==> src/rtl/pe_feeder.sv <==
// pe_feeder: buffers K operand pairs (A/B) and streams them to an
// accumulating PE as registered mat1/mat2, with stall and zero-drain.
//
// Ports:
//   clk, rst (async, active-low)
//   wr_en, wr_sel, wr_addr, wr_data : buffer load port (IDLE/DONE only)
//   start                           : run request, level-sampled
//   stall                           : freeze and present zeros
//   mat1, mat2, feed_valid          : registered operand pair to the PE
//   busy, done                      : run status / end-of-run pulse
//
// Parameters: DATA_TYPE (3'b011 int8, 3'b100 int16, 3'b101 int32,
// other raw), K (pairs per run), FLUSH_CYC (zero drain cycles).
//
// Build option: define FEEDER_AUTO_RESTART_EN to let start in the DONE
// cycle launch the next run directly without passing through IDLE.

module pe_feeder #(
    parameter logic [2:0] DATA_TYPE = 3'b011,
    parameter int         K         = 4,
    parameter int         FLUSH_CYC = 2
) (
    input  logic                 clk,
    input  logic                 rst,
    input  logic                 wr_en,
    input  logic                 wr_sel,
    input  logic [$clog2(K)-1:0] wr_addr,
    input  logic [31:0]          wr_data,
    input  logic                 start,
    input  logic                 stall,
    output logic [31:0]          mat1,
    output logic [31:0]          mat2,
    output logic                 feed_valid,
    output logic                 busy,
    output logic                 done
);

    localparam int AW = $clog2(K);
    localparam int IW = $clog2(K + 1);
    localparam int FW = $clog2(FLUSH_CYC + 1);

    localparam logic [IW-1:0] IDX_END = IW'(K);
    localparam logic [FW-1:0] FL_END  = FW'(FLUSH_CYC);

    typedef enum logic [1:0] {
        S_IDLE,
        S_FEED,
        S_FLUSH,
        S_DONE
    } state_t;

    state_t        state;
    logic [IW-1:0] idx;
    logic [FW-1:0] fcnt;

    logic [31:0] a_mem [K];
    logic [31:0] b_mem [K];

    logic wr_ok;

    function automatic logic [31:0] ext(input logic [31:0] v);
        logic [31:0] r;
        case (DATA_TYPE)
            3'b011:  r = {{24{v[7]}}, v[7:0]};
            3'b100:  r = {{16{v[15]}}, v[15:0]};
            default: r = v;
        endcase
        return r;
    endfunction

    // Buffers may only change while no run is reading them.
    assign wr_ok = wr_en
                 && (state == S_IDLE || state == S_DONE)
                 && (int'(wr_addr) < K);

    always_ff @(posedge clk or negedge rst) begin
        if (!rst) begin
            for (int i = 0; i < K; i++) begin
                a_mem[i] <= '0;
                b_mem[i] <= '0;
            end
        end else if (wr_ok) begin
            if (wr_sel)
                b_mem[wr_addr] <= wr_data;
            else
                a_mem[wr_addr] <= wr_data;
        end
    end

    // Outputs are registered: the value loaded at an edge is what the
    // PE sees for the whole following cycle. A launch therefore loads
    // pair 0 on the accepting edge and leaves idx pointing at pair 1.
    always_ff @(posedge clk or negedge rst) begin
        if (!rst) begin
            state      <= S_IDLE;
            idx        <= '0;
            fcnt       <= '0;
            mat1       <= '0;
            mat2       <= '0;
            feed_valid <= 1'b0;
            busy       <= 1'b0;
            done       <= 1'b0;
        end else begin
            mat1       <= '0;
            mat2       <= '0;
            feed_valid <= 1'b0;
            done       <= 1'b0;
            unique case (state)
                S_IDLE: begin
                    busy <= 1'b0;
                    if (!wr_en && start) begin
                        state      <= S_FEED;
                        mat1       <= ext(a_mem[0]);
                        mat2       <= ext(b_mem[0]);
                        feed_valid <= 1'b1;
                        busy       <= 1'b1;
                        idx        <= IW'(1);
                    end
                end
                S_FEED: begin
                    if (!stall) begin
                        if (idx == IDX_END) begin
                            state <= S_FLUSH;
                            fcnt  <= FW'(1);
                        end else begin
                            mat1       <= ext(a_mem[idx[AW-1:0]]);
                            mat2       <= ext(b_mem[idx[AW-1:0]]);
                            feed_valid <= 1'b1;
                            idx        <= idx + IW'(1);
                        end
                    end
                end
                S_FLUSH: begin
                    if (!stall) begin
                        if (fcnt == FL_END) begin
                            state <= S_DONE;
                            done  <= 1'b1;
                            busy  <= 1'b0;
                        end else begin
                            fcnt <= fcnt + FW'(1);
                        end
                    end
                end
                S_DONE: begin
                    idx  <= '0;
                    fcnt <= '0;
`ifdef FEEDER_AUTO_RESTART_EN
                    if (!wr_en && start) begin
                        state      <= S_FEED;
                        mat1       <= ext(a_mem[0]);
                        mat2       <= ext(b_mem[0]);
                        feed_valid <= 1'b1;
                        busy       <= 1'b1;
                        idx        <= IW'(1);
                    end else begin
                        state <= S_IDLE;
                    end
`else
                    state <= S_IDLE;
`endif
                end
                default: state <= S_IDLE;
            endcase
        end
    end

endmodule

==> config.mk <==
export PLATFORM = sky130hd
export DESIGN_NAME = pe_feeder
export DESIGN_NICKNAME = d
export VERILOG_FILES = /design/src/rtl/pe_feeder.sv
export SDC_FILE = /design/constraint.sdc
export NUM_CORES = 1
export LEC_CHECK = 0
export ABC_CLOCK_PERIOD_IN_PS = 3500
export CAP_MARGIN = 20
export CORE_UTILIZATION = 50
export CTS_CLUSTER_DIAMETER = 80
export DETAILED_ROUTE_END_ITERATION = 6
export GPL_ROUTABILITY_DRIVEN = 0
export PLACE_DENSITY = 0.89
export SLEW_MARGIN = 0
export SYNTH_ARGS = -nofsm -noshare
export SYNTH_HDL_FRONTEND = slang
export SYNTH_SLANG_ARGS = --single-unit
==> constraint.sdc <==
create_clock -name clk -period 3.5 [get_ports clk]
set_input_delay 0.525 -clock clk [delete_from_list [all_inputs] [get_ports clk]]
set_output_delay 0.525 -clock clk [all_outputs]
set_load 0.05 [all_outputs]
==> impl_metrics.ini <==
[timing]
final-setup-viol-count = 0
fin_hold_ws_ns = 0.1432
worst_slew_pin_slew_ns = 0.8278
slew_viol_final = 0
maxClockFrequency_mhz = 396.7
setup-tns-final_ns = 0
final.period_utilization_pct = 72.03
fin_skew_ns = 0.005228
max_transition_margin_pct = 44.82
postLayoutSetupSlackWorst_ns = 0.9791
grt_setup_unrepaired = no
finalHoldViolations = 0
timing.final.crit_period_ns = 2.521

[setup_path]
worst_r2r_path_depth = 6
worstPathMaxFanout = 25
worst_setup_path_startpoint = mat2[30]
timing.critical_path.buf_inv = 1
crit_path_max_incr_delay_ns = 0.92
cp.arrival_ns = 2.00
critical_path_class = flop to output pin
cp_cell_sequence = clkdlybuf4s50_1
critPathSlowestCell = clkdlybuf4s50_1
timing.reg2reg.setup_slack_ns = 1.18
cp-start-kind = flop
crit_end = mat2[21]
critical-path-top-delay-family = buffers and inverters
worst-endpoint-required_ns = 2.97
worstReg2RegEnd = mat1[1]
cp_num_cells = 1
end_kind = output pin
timing.rr.start = idx[0]

[layout]
finalCoreUtilization_pct = 62.08
final-seq-area_mm2 = 0.002252
finish.net_count = 399
insertedDiodeCount = 0
fill_cells = 626
layout-area-overhead-vs-synth_pct = 17.79
area_taken_by_multi_input_logic_gates_mm2 = 0.001713
post_route_cells_drive_above_1_share_pct = 31.37

[clocking]
tritoncts = yes
cts.clk_slew.worst_paths_ns = 0.09
worst_skew_pair.late_latency_ns = 0.35
cts_inserted_buffers = 9
cts-root-to-sink-buffers = 2
clock-root-buffer = clkbuf_8
cts_setup_buffers = 0
cts_hold_repair.buffers = 0
htreeDepth = 3
cts.sink_count = 90
cts-resized-gates = 0

[floorplanning]
top_level_ports = 107
start_util_pct = 52.71
chipHeight_um = 96
floorplan_core_area_mm2 = 0.008382
fp.dieArea_mm2 = 0.009216
std_cell_rows = 33
die_w_um = 96

[placed_design]
numPortBuffers = 82
place_worst_setup_slack_ns = 1.098
detailed_place_hpwl_um = 5323

[grt]
grt_pass1_wl_um = 13210
first_global_vias = 2568
global_route.overflow_total = 0
antenna_found_initial = 0
global_route.usage.total_pct = 19.78
grt_max_degree = 44

[synthesis]
yosysWarnings = 0
synth_area_mm2 = 0.004418
synth-seq-cells = 90
synth.yosys.seq_area_share_pct = 50.98
post_synth_num_cell_types = 36
synth_nets = 361
avgSynthCellArea_um2 = 14.07
syn_inst = 314

[drt]
drt_drc_violations_left = 0
drt_wl_total_um = 8097
num_vias = 2552
via_per_inst = 5.524
firstDrtPassIters = 4
route.detailed.wl_per_inst_um = 17.53
ant_nets = 0
drtIter0Drc = 137

[flow_run]
cap_violations = 0

[min_path]
timing.hold.worst.class = input pin to asynchronous set/reset pin

[power_and_ir_drop]
vdd_drop_max_uv = 509.9
power.leakage_nw = 2.251
cellPowerDensity_mw_per_mm2 = 988.8

[status]
status = finished clean
## kinds of logic after synthesis
logic type | Yosys count | synth area share (%)
adders and majority gates | 7 | 1.982
buffers and inverters | 67 | 10.25
DFF | 90 | 50.98
muxes | 84 | 26.14
and+or+nand+nor | 36 | 5.551
AOI/OAI and AO/OA | 30 | 5.098
## how the worst min path moves through the flow
| stage | start | endpoint | slack [ns] |
|---|---|---|---|
| 2_1_floorplan | rst | a_mem[0] | 0.23 |
| 3_3_place_gp | a_mem[32] | a_mem[32] | 0.48 |
| 3_5_place_dp | b_mem[34] | b_mem[34] | 0.49 |
| 4_1_cts | rst | fcnt[1] | 0.16 |
| 5_1_grt | rst | b_mem[4] | 0.17 |
| 6_report | rst | busy | 0.14 |
## through the flow
stage	area, µm²	power (mW)	std cells
2_1_floorplan	4418	3.881	314
3_3_place_gp	4979	4.271	446
3_5_place_dp	4979	4.375	446
4_1_cts	5204	5.177	462
5_1_grt	5204	5.442	462
6_report	5204	5.145	462
## synth_stat cells
| cell type | number | area [µm²] |
|---|---|---|
| and3_1 | 2 | 12.51 |
| mux2_4 | 8 | 120.1 |
| nand2_1 | 6 | 22.52 |
| buf_4 | 50 | 375.4 |
| nand3_1 | 4 | 20.02 |
| buf_2 | 5 | 25.02 |
| nor2_2 | 2 | 12.51 |
| nor4_1 | 1 | 6.260 |
| a21oi_1 | 3 | 15.01 |
| nand3b_4 | 1 | 20.02 |
| mux2_2 | 59 | 664.4 |
| nand3b_1 | 2 | 15.01 |
| or2_2 | 1 | 6.260 |
| or3_1 | 2 | 12.51 |
| dfrtp_1 | 90 | 2252 |
| o21ai_0 | 4 | 20.02 |
| a22oi_1 | 2 | 15.01 |
| a31oi_1 | 2 | 12.51 |
| mux2i_1 | 1 | 10.01 |
| nor3_1 | 2 | 10.01 |
| buf_6 | 1 | 11.26 |
| inv_1 | 7 | 26.28 |
| nand4_1 | 2 | 12.51 |
| nand2b_1 | 3 | 18.77 |
| a211oi_1 | 1 | 7.510 |
| buf_1 | 1 | 3.750 |
| o22ai_1 | 1 | 6.260 |
| clkbuf_1 | 3 | 11.26 |
| ha_1 | 7 | 87.58 |
| mux4_2 | 16 | 360.4 |
| nor3b_2 | 1 | 12.51 |
| nor2b_1 | 1 | 6.260 |
| a22o_1 | 17 | 148.9 |
| nor2_1 | 3 | 11.26 |
| nor3b_4 | 2 | 37.54 |
| and3b_1 | 1 | 8.760 |
## power breakdown
group	internal (mW)	switching (mW)
Combinational	1.16	1.39
Clock	0.425	0.373
Sequential	1.51	0.281
## final cells by class
class | instances | share of cell area (%)
sequential | 90 | 43.28
multi-input combinational | 157 | 32.92
timing repair buffer | 87 | 16.45
clock buffer | 10 | 2.645
tap | 105 | 2.525
clock inverter | 6 | 1.683
inverter | 7 | 0.5049
## flip-flops by register name (all words and copies together) (netlist names)
| signal | flops |
|---|---|
| b_mem | 32 |
| idx | 3 |
| done | 1 |
| a_mem | 32 |
| mat2 | 8 |
| fcnt | 2 |
| busy | 1 |
| mat1 | 8 |
| state | 2 |
| feed_valid | 1 |
## cell usage in the layout, fill, tap and decap left out, drive strengths merged, types with 2 or more instances in the layout
cell,count
a21oi,3
a22o,17
a22oi,2
a31oi,2
and3,2
buf,6
bufinv,2
clkbuf,10
clkdlybuf4s50,81
clkinv,2
dfrtp,90
ha,7
inv,9
mux2,67
mux4,16
nand2,6
nand2b,3
nand3,4
nand3b,3
nand4,2
nor2,5
nor3,2
nor3b,3
o21ai,4
or3,2
## layer usage
metal,up-vias,part of all wire (%),GRT usage [%]
met2,88,52,34.04
met4,0,1.5,6.592
met1,1289,43,24.80
met3,12,4.5,4.186
met5,-,0,0
li1,1163,-,-
No activity file was read; power rests on OpenSTA's default activity.
